<file path="config.mk">
export PLATFORM = sky130hd
export DESIGN_NAME = mojo_com_initiator
export DESIGN_NICKNAME = d
export VERILOG_FILES = /design/src/rtl/mojo_com_pkg.sv /design/src/rtl/mojo_com_initiator.sv
export SDC_FILE = /design/constraint.sdc
export NUM_CORES = 1
export LEC_CHECK = 0
export CAP_MARGIN = 20
export CORE_ASPECT_RATIO = 1.1
export CORE_MARGIN = 4
export CORE_UTILIZATION = 51
export CTS_CLUSTER_SIZE = 24
export DETAILED_ROUTE_END_ITERATION = 12
export MAX_ROUTING_LAYER = met4
export PLACE_DENSITY = 0.76
export SLEW_MARGIN = 30
export SYNTH_ARGS = -nofsm -noshare
export SYNTH_HDL_FRONTEND = slang
export SYNTH_SLANG_ARGS = --single-unit
</file>
<file path="constraint.sdc">
create_clock -name clk -period 3.4 [get_ports clk]
set_clock_uncertainty 0.1 [all_clocks]
set_input_delay 0.68 -clock clk [delete_from_list [all_inputs] [get_ports clk]]
set_output_delay 0.68 -clock clk [all_outputs]
set_load 0.01 [all_outputs]
</file>
<file path="src/rtl/mojo_com_pkg.sv">
// ---------------------------------------------------------------
// mojo_com_pkg: wire-format constants and FSM encodings for mojo_com.
// Rev 1.0
// ---------------------------------------------------------------
`default_nettype none

package mojo_com_pkg;

  localparam int WORD_SIZE     = 8;
  localparam int HDR_WRITE_BIT = 7;
  localparam int HDR_LEN_MSB   = 6;
  localparam int MAX_PROTO_LEN = 127;

  typedef logic [WORD_SIZE-1:0]   word_t;
  typedef logic [HDR_LEN_MSB:0]   len_t;

  localparam logic [2:0] ST_IDLE  = 3'd0;
  localparam logic [2:0] ST_HDR   = 3'd1;
  localparam logic [2:0] ST_ADDR  = 3'd2;
  localparam logic [2:0] ST_WDATA = 3'd3;
  localparam logic [2:0] ST_RDATA = 3'd4;
  localparam logic [2:0] ST_DONE  = 3'd5;

  // Header byte: direction flag in the top bit, byte count below it.
  function automatic word_t make_hdr(input logic write, input len_t len);
    word_t w_hdr;
    w_hdr                = '0;
    w_hdr[HDR_WRITE_BIT] = write;
    w_hdr[HDR_LEN_MSB:0] = len;
    return w_hdr;
  endfunction

endpackage

`default_nettype wire

</file>
<file path="src/rtl/mojo_com_initiator.sv">
// ---------------------------------------------------------------
// mojo_com_initiator: turns one register-window command into the
// mojo_com byte stream and collects read-response bytes.
// Rev 1.0
// ---------------------------------------------------------------
`default_nettype none

module mojo_com_initiator
  import mojo_com_pkg::*;
#(
  parameter int MAX_LEN        = 16,
  parameter int TIMEOUT_CYCLES = 50000
) (
  input  logic                   clk,
  input  logic                   rst_n,
  input  logic                   cmd_valid,
  output logic                   cmd_ready,
  input  logic                   cmd_write,
  input  logic [WORD_SIZE-1:0]   cmd_addr,
  input  logic [HDR_LEN_MSB:0]   cmd_len,
  input  logic [8*MAX_LEN-1:0]   wr_data,
  output logic [8*MAX_LEN-1:0]   rd_data,
  output logic [HDR_LEN_MSB:0]   rd_count,
  output logic                   done,
  output logic                   err,
  output logic                   busy,
  output logic [WORD_SIZE-1:0]   ser_tx_data,
  output logic                   ser_new_tx_data,
  input  logic                   ser_tx_busy,
  input  logic [WORD_SIZE-1:0]   ser_rx_data,
  input  logic                   ser_new_rx_data
);

  localparam int CW = $clog2(MAX_LEN + 1);
  localparam int TW = $clog2(TIMEOUT_CYCLES + 1);
  localparam logic [TW-1:0]          TMO_LIMIT = TW'(TIMEOUT_CYCLES);
  localparam logic [HDR_LEN_MSB:0]   LEN_LIMIT = (HDR_LEN_MSB + 1)'(MAX_LEN);

  logic [2:0]             r_state;
  logic                   r_write;
  word_t                  r_addr;
  logic [CW-1:0]          r_len;
  logic [8*MAX_LEN-1:0]   r_wr_data;
  logic [CW-1:0]          r_idx;
  logic                   r_gap;
  logic [TW-1:0]          r_tmo;
  logic [8*MAX_LEN-1:0]   r_rd_data;
  logic [CW-1:0]          r_rd_count;
  logic                   r_err;
  logic                   r_done;
  logic                   r_busy;
  logic                   r_cmd_ready;
  word_t                  r_tx_data;
  logic                   r_tx_strobe;

  logic [2:0]             w_state_nxt;
  logic                   w_send;
  word_t                  w_send_byte;
  logic                   w_err_nxt;
  logic                   w_accept;
  logic                   w_len_bad;
  logic                   w_tx_ok;
  logic                   w_last_wr;
  logic                   w_rx_take;
  logic                   w_rx_last;
  logic                   w_tmo_hit;
  logic [CW-1:0]          w_rd_next;
  word_t                  w_hdr;
  word_t                  w_wr_byte;

  assign w_accept  = (r_state == ST_IDLE) && cmd_valid;
  assign w_len_bad = (cmd_len == '0) || (cmd_len > LEN_LIMIT);
  // The cycle after a strobe is a forced gap: the UART has not yet raised busy.
  assign w_tx_ok   = !r_gap && !ser_tx_busy;
  assign w_last_wr = (r_idx == (r_len - CW'(1)));
  assign w_rx_take = (r_state == ST_RDATA) && ser_new_rx_data;
  assign w_rd_next = r_rd_count + CW'(1);
  assign w_rx_last = (w_rd_next == r_len);
  assign w_tmo_hit = (r_tmo == TMO_LIMIT);
  assign w_hdr     = make_hdr(r_write, (HDR_LEN_MSB + 1)'(r_len));
  assign w_wr_byte = r_wr_data[WORD_SIZE*int'(r_idx) +: WORD_SIZE];

  always_comb begin
    w_state_nxt = r_state;
    w_send      = 1'b0;
    w_send_byte = r_addr;
    w_err_nxt   = 1'b0;
    case (r_state)
      ST_IDLE: begin
        if (cmd_valid) begin
          w_state_nxt = w_len_bad ? ST_DONE : ST_HDR;
          w_err_nxt   = w_len_bad;
        end
      end
      ST_HDR: begin
        if (w_tx_ok) begin
          w_send      = 1'b1;
          w_send_byte = w_hdr;
          w_state_nxt = ST_ADDR;
        end
      end
      ST_ADDR: begin
        if (w_tx_ok) begin
          w_send      = 1'b1;
          w_send_byte = r_addr;
          w_state_nxt = r_write ? ST_WDATA : ST_RDATA;
        end
      end
      ST_WDATA: begin
        if (w_tx_ok) begin
          w_send      = 1'b1;
          w_send_byte = w_wr_byte;
          if (w_last_wr) begin
            w_state_nxt = ST_DONE;
          end
        end
      end
      ST_RDATA: begin
        // A byte arriving on the timeout cycle takes priority over the abort.
        if (ser_new_rx_data) begin
          if (w_rx_last) begin
            w_state_nxt = ST_DONE;
          end
        end else if (w_tmo_hit) begin
          w_state_nxt = ST_DONE;
          w_err_nxt   = 1'b1;
        end
      end
      ST_DONE: begin
        w_state_nxt = ST_IDLE;
      end
      default: begin
        w_state_nxt = ST_IDLE;
      end
    endcase
  end

  always_ff @(posedge clk or negedge rst_n) begin
    if (!rst_n) begin
      r_state     <= ST_IDLE;
      r_write     <= 1'b0;
      r_addr      <= '0;
      r_len       <= '0;
      r_wr_data   <= '0;
      r_idx       <= '0;
      r_gap       <= 1'b0;
      r_tmo       <= '0;
      r_rd_data   <= '0;
      r_rd_count  <= '0;
      r_err       <= 1'b0;
      r_done      <= 1'b0;
      r_busy      <= 1'b0;
      r_cmd_ready <= 1'b1;
      r_tx_data   <= '0;
      r_tx_strobe <= 1'b0;
    end else begin
      r_state     <= w_state_nxt;
      r_cmd_ready <= (w_state_nxt == ST_IDLE);
      r_busy      <= (w_state_nxt != ST_IDLE) && (w_state_nxt != ST_DONE);
      r_done      <= (w_state_nxt == ST_DONE);
      r_err       <= w_err_nxt;
      r_tx_strobe <= w_send;
      r_gap       <= w_send;
      if (w_send) begin
        r_tx_data <= w_send_byte;
      end

      if (w_accept) begin
        r_write    <= cmd_write;
        r_addr     <= cmd_addr;
        r_len      <= CW'(cmd_len);
        r_wr_data  <= wr_data;
        r_idx      <= '0;
        r_rd_data  <= '0;
        r_rd_count <= '0;
      end

      if ((r_state == ST_WDATA) && w_send) begin
        r_idx <= r_idx + CW'(1);
      end

      if ((r_state == ST_ADDR) && w_send) begin
        r_tmo <= '0;
      end else if (w_rx_take) begin
        r_rd_data[WORD_SIZE*int'(r_rd_count) +: WORD_SIZE] <= ser_rx_data;
        r_rd_count <= w_rd_next;
        r_tmo      <= '0;
      end else if ((r_state == ST_RDATA) && !w_tmo_hit) begin
        r_tmo <= r_tmo + TW'(1);
      end
    end
  end

  assign cmd_ready       = r_cmd_ready;
  assign busy            = r_busy;
  assign done            = r_done;
  assign err             = r_err;
  assign rd_data         = r_rd_data;
  assign rd_count        = (HDR_LEN_MSB + 1)'(r_rd_count);
  assign ser_tx_data     = r_tx_data;
  assign ser_new_tx_data = r_tx_strobe;

endmodule

`default_nettype wire

</file>
== Word-level counts from Yosys, hierarchy flattened ==
Index checks and enable logic that the tools add are counted.

* Output and inout port bits: 148
* Flip-flop bits (word level): 312
* Logic and storage cells: 83
* Input bits: 157

* Equality and inequality tests: 9
* Shift operators: 3
* Mux-type cells: 32
* Magnitude comparators: 1
* $add $sub $neg: 5
* Reduce and logical (&&, ||, !) cells: 18

{| class="wikitable"
|+ Operator list
! operator !! number
|-
| 2-to-1 mux 128 bit || 3
|-
| bitwise mux 128 bit || 1
|-
| variable shift 8 x 33 -> 128 bit, first input constant || 1
|-
| indexed part select 128 x 9 -> 8 bit || 1
|-
| indexed part select 8 x 33 -> 128 bit || 1
|-
| 2-to-1 mux 16 bit || 3
|-
| negator 8 -> 33 bit || 1
|-
| 2-to-1 mux 3 bit || 10
|-
| 2-to-1 mux 5 bit || 5
|-
| adder 16 x 1 -> 16 bit, second input constant || 1
|-
| equality test 16 bit, second input constant || 1
|-
| 2-to-1 mux 8 bit || 2
|-
| case mux 8 bit (2 select lines) || 1
|-
| case mux 3 bit (5 select lines) || 1
|-
| adder 5 x 1 -> 5 bit, second input constant || 2
|-
| equality test 5 bit || 2
|-
| > comparator 7 x 5 -> 1 bit, second input constant || 1
|-
| logical AND 1 bit || 7
|-
| logical NOT 7 bit || 1
|-
| equality test 3 x 2 -> 1 bit, second input constant || 2
|-
| equality test 3 bit, second input constant || 2
|-
| logical NOT 3 bit || 2
|-
| nonzero test 3 bit || 2
|-
| 2-to-1 mux 1 bit || 5
|-
| other kinds (8) || 10
|}

== Logic depth before layout (Yosys ltp) ==
Gate-level depths: netlist of the first run.

* Depth in word-level cells: 7
* Gate-level depth with buffers: 13
* Mapped depth without buffers: 9

== Least setup slack after synthesis of the first run ==
OpenSTA, ideal clock, no wires.

* Kind: flip-flop to flip-flop
* Start point: reg r_rd_count[1]
* End point: reg r_rd_data[16], in the netlist rd_data[16]
* Data arrival time: 2.657 ns
* Path buffers: 2
* Library setup time: 0.080 ns
* Required time: 3.220 ns
* Stages on the path, launching flop included: 12
* Path slack: 0.563 ns
* Clock period less this slack: 2.837 ns
* Cells stage by stage: dfrtp_1 -> clkbuf_1 -> inv_1 -> ha_1 -> clkbuf_1 -> nor3b_1 -> ha_1 -> nand2b_1 -> nor2_1 -> nand3_1 -> nor2_1 -> mux2i_1

* Word-level cells in the longest chain between the ends: 5

{| class="wikitable"
|+ RTL lines
! what !! line !! RTL
|-
| start: declaration || mojo_com_initiator.sv:48 || <nowiki>logic [CW-1:0] r_rd_count;</nowiki>
|-
| start signal: assignment || mojo_com_initiator.sv:186 || <nowiki>r_rd_count <= w_rd_next;</nowiki>
|-
| negator 8 -> 33 bit (*) || mojo_com_initiator.sv:185 || <nowiki>r_rd_data[WORD_SIZE*int'(r_rd_count) +: WORD_SIZE] <= ser_rx_data;</nowiki>
|-
| indexed part select 8 x 33 -> 128 bit / variable shift 8 x 33 -> 128 bit (equally long branches) || mojo_com_initiator.sv:185 ||
|-
| bitwise mux 128 bit (*) || mojo_com_initiator.sv:185 ||
|-
| 2-to-1 mux 128 bit (*) || mojo_com_initiator.sv:184 || <nowiki>end else if (w_rx_take) begin</nowiki>
|-
| 2-to-1 mux 128 bit (*) || mojo_com_initiator.sv:182 || <nowiki>if ((r_state == ST_ADDR) && w_send) begin</nowiki>
|-
| end signal: indexed assignment || mojo_com_initiator.sv:185 ||
|-
| end: declaration || mojo_com_initiator.sv:47 || <nowiki>logic [8*MAX_LEN-1:0] r_rd_data;</nowiki>
|}

Every way passes the cells marked *; elsewhere a longest branch is shown, timed or not.
A chain may end at the register's enable or synchronous reset.

== Final worst setup path of the first run ==
* Start point: reg r_rd_count[1]
* End point: reg r_rd_data[53], in the netlist rd_data[53]

The elaborated chain is that of the path after synthesis.

==> results of run 1 <==
-- flip-flops by register name, summed over array words and instances, names as in the netlist --
signal and cells:
r_wr_data 128, rd_data 128, r_tmo 16, r_addr 8
ser_tx_data 8, r_idx 5, r_len 5, r_rd_count 5
r_state 3, busy 1, cmd_ready 1, done 1
err 1, r_write 1, ser_new_tx_data 1
-- cell usage after synthesis (3+ instances only) --
cell type / number
buf_1: 4
nor3_1: 8
clkbuf_1: 55
nand4_1: 9
nand2b_1: 5
o31ai_1: 7
xor2_1: 9
xnor2_1: 13
and3_1: 4
o221ai_1: 4
nand3b_1: 3
a21oi_1: 15
a22o_1: 9
buf_2: 32
mux4_2: 33
nand3_1: 65
a31oi_1: 7
o21ai_0: 90
nor2b_1: 14
nor2_1: 44
inv_1: 27
ha_1: 7
and2_1: 3
nor4_1: 4
mux2i_1: 74
or4_1: 3
a22oi_1: 10
o2111ai_1: 3
dfrtp_1: 311
nand2_1: 546
or3_1: 4
or2_2: 5
-- cell families after synthesis --
logic type                 after synthesis
xor gates and xnor gates                23
buffers and inverters                  121
DFF                                    312
adders and majority gates                7
muxes                                  107
and+or+nand+nor                        735
AOI/OAI and AO/OA                      164
other                                    1
-- final cells by class --
class,count,area share
tap,357,0.0239
clock inverter,9,0.00577
multi-input combinational,1038,0.317
sequential,312,0.419
inverter,27,0.00543
clock buffer,45,0.0506
timing repair buffer,328,0.179
-- layer usage --
metal | up-vias | share of wire
met5 | - | 0
met4 | 0 | 0.038
met3 | 87 | 0.062
met2 | 437 | 0.49
met1 | 5681 | 0.41
li1 | 5452 | -
-- metrics by stage --
stage,hold slack (ns),util
2_1_floorplan,0.284,-
3_3_place_gp,0.352,0.647
3_5_place_dp,0.357,0.647
4_1_cts,0.102,0.686
5_1_grt,0.126,0.686
6_report,0.0744,0.686
-- final timing paths --
path                           startpoint             end  slack, ns  cells after the start
max in group asynchronous           rst_n       cmd_ready       2.25                      2
min in group clk           r_wr_data[102]  r_wr_data[102]       0.37                      2
min reg2reg                r_wr_data[102]  r_wr_data[102]       0.37                      2
max reg2reg                 r_rd_count[1]     rd_data[53]       0.38                      8
max                         r_rd_count[1]     rd_data[53]       0.38                      8
min                                 rst_n   r_wr_data[35]       0.07                      1
-- power by group through the flow --
stage | combinational (W) | sequential (W) | clock, W
final | 0.00408 | 0.00539 | 0.00355
after global routing | 0.00454 | 0.00552 | 0.00377
after CTS | 0.00410 | 0.00538 | 0.00360
after detailed placement | 0.00406 | 0.00543 | 0
after global placement | 0.00396 | 0.00539 | 0
after floorplan | 0.00283 | 0.00520 | 0
==> results.cfg, run 1 <==
[clocking]
cts_tree = done
clockBufferDepth = 3
cts_setup_buffers = 0
numCtsBuffers = 34
path_clk_slew_ns = 0.06
cts_root_buffer = clkbuf_16
insertion_delay_ns = 0.50
cts.sinks = 312
cts_resized = 0
h-tree-depth = 2
cts_hold_buf = 0

[pwr]
finalPower_w = 0.0130
p_sw_w = 0.00447
p_leak_nw = 8.50
p_seq_frac = 0.414
power_density_mw_per_mm2 = 697
ir_drop_mv = 0.592
swShare = 0.343
p_clk_frac = 0.273
pwr-share-comb = 0.313
p_int_w = 0.00855

[worst_hold_path]
min_path_type = in2async

[critical_path]
cp-start-kind = flip-flop
worstPathMaxFanout = 11
cpMostUsedCell = ha_1
cp.required_ns = 3.71
endpoint_kind = flip-flop
path_cells = inv_1 > ha_1 > nor3b_1 > ha_1 > nand2b_1 > nor3_1 > and3b_1 > mux2i_1
crit_buf_inv = 1
crit_type = reg2reg
cpPeakStageDelay_ns = 0.59
cp.arrival_ns = 3.33
crit_family = simple AND/OR/NAND/NOR gates
worst_path_max_delay_cell = and3b_1

[finish]
seq_area_mm2 = 0.00781
stdcell_count = 2116
multi_input_area_mm2 = 0.00592
final_common_cell = nand2_1
insertedDiodeCount = 0
syn2layout_area_growth_pct = 31.2
final_cell_mix = 546 x nand2_1, 310 x dfrtp_1, 301 x clkdlybuf4s50_1
design_area_mm2 = 0.0187
fill_cells = 2101
final_nets = 1905
drive_above_1_share = 0.0728

[synthesis]
synth_cell_types = 66
synth_fa_ha_area_frac = 0.00616
synthFlopType = dfrtp_1
synthCells = 1470
yosysWarnings = 0
syn_area_per_cell_um2 = 9.67
ys_seq_area_frac = 0.549
synthMuxAreaShare = 0.104
synth_xor_area_frac = 0.0151
async_flop_share = 1.00
synth-edff-count = 0
synth_top_family_by_area = simple AND/OR/NAND/NOR gates
ys_ff_latch = 312
synth_top_area_share = 0.547
yosys.area_share.simple = 0.218
yosysTopAreaCell = dfrtp_1
synth_compound_gate_area_share = 0.0714
synth_area_leaders = dfrtp_1 55%, nand2_1 14%, mux4_2 5.2%
synth.cell_area_mm2 = 0.0142

[detailed_routing]
drt-pass1-iter-count = 5
routedWlPerCell_um = 18.8
route.detailed.drc = 0
via_count = 11700
wl_um = 39700
viasPerCell = 5.51
postRouteAntennaNets = 0
dr.first_iter.drc_count = 1063

[timing]
finalSetupTns_ns = 0
fmax_mhz = 332
rsz0062_at_grt = no
min_period_over_period = 0.887
hold_viol_final = 0
fin_ws_ns = 0.384
tightest_slew_ns = 0.850
slew_headroom = 0.433
slew_viol_final = 0
min_period_ns = 3.02
finalSetupViolCount = 0

[global_route]
grt.overflow.total = 0
grt_pass1_vias = 11900
grt.busiest_layer = met2
grt_start_max_net_pins = 167
track_usage = 0.263
grt_use_met3 = 0.0341
grtUsageMet1 = 0.341
antenna_found_initial = 0
grt_pass1_wl_um = 63300
grt_util_met2 = 0.431

[job]
timing.max_cap.violations = 0

[die]
num_rows = 63
die_h_um = 183
start_util = 0.523
dieWidth_um = 167
dieArea_mm2 = 0.0306
boundaryPins = 305
coreArea_mm2 = 0.0272

[placement]
place_inst = 2061
numPortBuffers = 302
dpl_cell_area_mm2 = 0.0176
dp_hpwl_um = 28200
place_worst_setup_slack_ns = 0.333
place_congestion = 0.875

[outcome]
status = finished, final reports clean
No activity file was read; power rests on OpenSTA's default activity.
==> inputs of run 2 (changes only) <==
--- a/config.mk
+++ b/config.mk
@@ -11,6 +11,7 @@
 export CORE_UTILIZATION = 51
 export CTS_CLUSTER_SIZE = 24
 export DETAILED_ROUTE_END_ITERATION = 12
+export GPL_TIMING_DRIVEN = 1
 export MAX_ROUTING_LAYER = met4
 export PLACE_DENSITY = 0.76
 export SLEW_MARGIN = 30
==> results of run 2 <==
The final DEF is identical to that of run 1; final timing and power are the same.
==> inputs of run 3 (changes only) <==
--- a/config.mk
+++ b/config.mk
@@ -5,9 +5,7 @@
 export SDC_FILE = /design/constraint.sdc
 export NUM_CORES = 1
 export LEC_CHECK = 0
-export CAP_MARGIN = 20
 export CORE_ASPECT_RATIO = 1.1
-export CORE_MARGIN = 4
 export CORE_UTILIZATION = 51
 export CTS_CLUSTER_SIZE = 24
 export DETAILED_ROUTE_END_ITERATION = 12
==> results.cfg, run 3 (synthesis results as in run 1) <==
[pwr]
pwr-share-comb = 0.313
power_density_mw_per_mm2 = 696
p_clk_frac = 0.274
p_seq_frac = 0.413
p_leak_nw = 8.49
ir_drop_mv = 0.391
p_sw_w = 0.00443
p_int_w = 0.00855
swShare = 0.341

[global_route]
grt_pass1_vias = 11400
track_usage = 0.281
grt_start_max_net_pins = 174
grt.overflow.total = 0
grt_pass1_wl_um = 61300
antenna_found_initial = 0

[worst_hold_path]
min_path_type = in2async

[detailed_routing]
drt-pass1-iter-count = 6
route.detailed.drc = 0
dr.first_iter.drc_count = 963
wl_um = 38400
viasPerCell = 5.49
routedWlPerCell_um = 18.1
postRouteAntennaNets = 0
via_count = 11600

[finish]
final_common_cell = nand2_1
syn2layout_area_growth_pct = 31.2
final_cell_mix = 546 x nand2_1, 310 x dfrtp_1, 301 x clkdlybuf4s50_1
drive_above_1_share = 0.0738
fin_util = 0.686
final_nets = 1902
insertedDiodeCount = 0

[critical_path]
endpoint_kind = flip-flop
worst_path_max_delay_cell = and3b_1
crit_family = simple AND/OR/NAND/NOR gates
path_cells = inv_1 > ha_1 > nor3b_1 > ha_1 > nand2b_1 > nor3_1 > and3b_1 > mux2i_1
cpPeakStageDelay_ns = 0.59
cp.required_ns = 3.76
cp.arrival_ns = 3.41
crit_type = reg2reg
crit_buf_inv = 1
cpMostUsedCell = ha_1
worstPathMaxFanout = 11
cp-start-kind = flip-flop

[die]
num_rows = 63
dieWidth_um = 161
boundaryPins = 305
die_h_um = 177
coreArea_mm2 = 0.0272
start_util = 0.523
dieArea_mm2 = 0.0286

[timing]
fmax_mhz = 327
finalSetupViolCount = 0
finalSetupTns_ns = 0
hold_viol_final = 0
rsz0062_at_grt = no
min_period_ns = 3.05
slew_viol_final = 0
slew_headroom = 0.380
tightest_slew_ns = 0.930
min_period_over_period = 0.898

[clocking]
clockBufferDepth = 3
insertion_delay_ns = 0.55
h-tree-depth = 1
cts_resized = 0
cts_tree = done
cts_root_buffer = clkbuf_16
numCtsBuffers = 31
cts_hold_buf = 0
path_clk_slew_ns = 0.07
cts_setup_buffers = 0
cts.sinks = 312

[placement]
place_congestion = 0.866
numPortBuffers = 302
dp_hpwl_um = 26900

[job]
timing.max_cap.violations = 0

[outcome]
status = finished, final reports clean
==> run 3: changes by cell type in the layout (fill, tap and decap cells not counted), sizes merged <==
cell,before,now
buf,26,27
clkinvlp,2,4
clkbuf,46,45
inv,29,27
bufinv,2,4
==> run 3: path summary, 6_finish.rpt <==
kind / start / end / slack [ns] / cells past startpoint
worst max-delay path: r_rd_count[1] / rd_data[55] / 0.35 / 8
worst min-delay path: rst_n / r_len[0] / 0.06 / 1
worst max register to register: r_rd_count[1] / rd_data[55] / 0.35 / 8
worst min register to register: r_wr_data[117] / r_wr_data[117] / 0.37 / 2
max in group asynchronous: rst_n / rd_data[6] / 2.31 / 2
min in group clk: r_wr_data[117] / r_wr_data[117] / 0.37 / 2
==> run 3: layout make-up <==
class                      instances  area (um2)
sequential                       312        7810
clock buffer                      45         898
tap                              357         447
inverter                          27         101
timing repair buffer             328        3320
fill                            2113        8540
clock inverter                    11         165
multi-input combinational       1038        5920
==> run 3: per-layer routing <==
layer	part of all wire	vias up	global-route usage	routed length (um)
met2	0.49	467	0.450	18700
met5	0	-	-	0
met4	0.038	0	0.102	1440
met1	0.42	5636	0.369	16100
met3	0.058	82	0.0375	2240
li1	-	5439	-	-
==> run 3: stage by stage <==
stage	hold slack [ns]	total power (W)	instance area, um2	worst slack [ns]	instances
finish	0.0633	0.0130	18700	0.345	2118
global route	0.0968	0.0137	18700	0.0980	2118
CTS	0.0682	0.0130	18700	0.354	2117
detailed placement	0.358	0.00945	17600	0.335	2061
global placement	0.352	0.00931	17600	0.383	2061
floorplan	0.284	0.00802	14200	0.563	1471
==> run 3: power groups by stage <==
| stage | combinational [W] | sequential (W) | clock [W] |
|---|---|---|---|
| finish | 0.00407 | 0.00536 | 0.00355 |
| CTS | 0.00409 | 0.00535 | 0.00360 |
| global route | 0.00454 | 0.00546 | 0.00375 |
| detailed placement | 0.00405 | 0.00540 | 0 |
| floorplan | 0.00283 | 0.00520 | 0 |
| global placement | 0.00395 | 0.00536 | 0 |
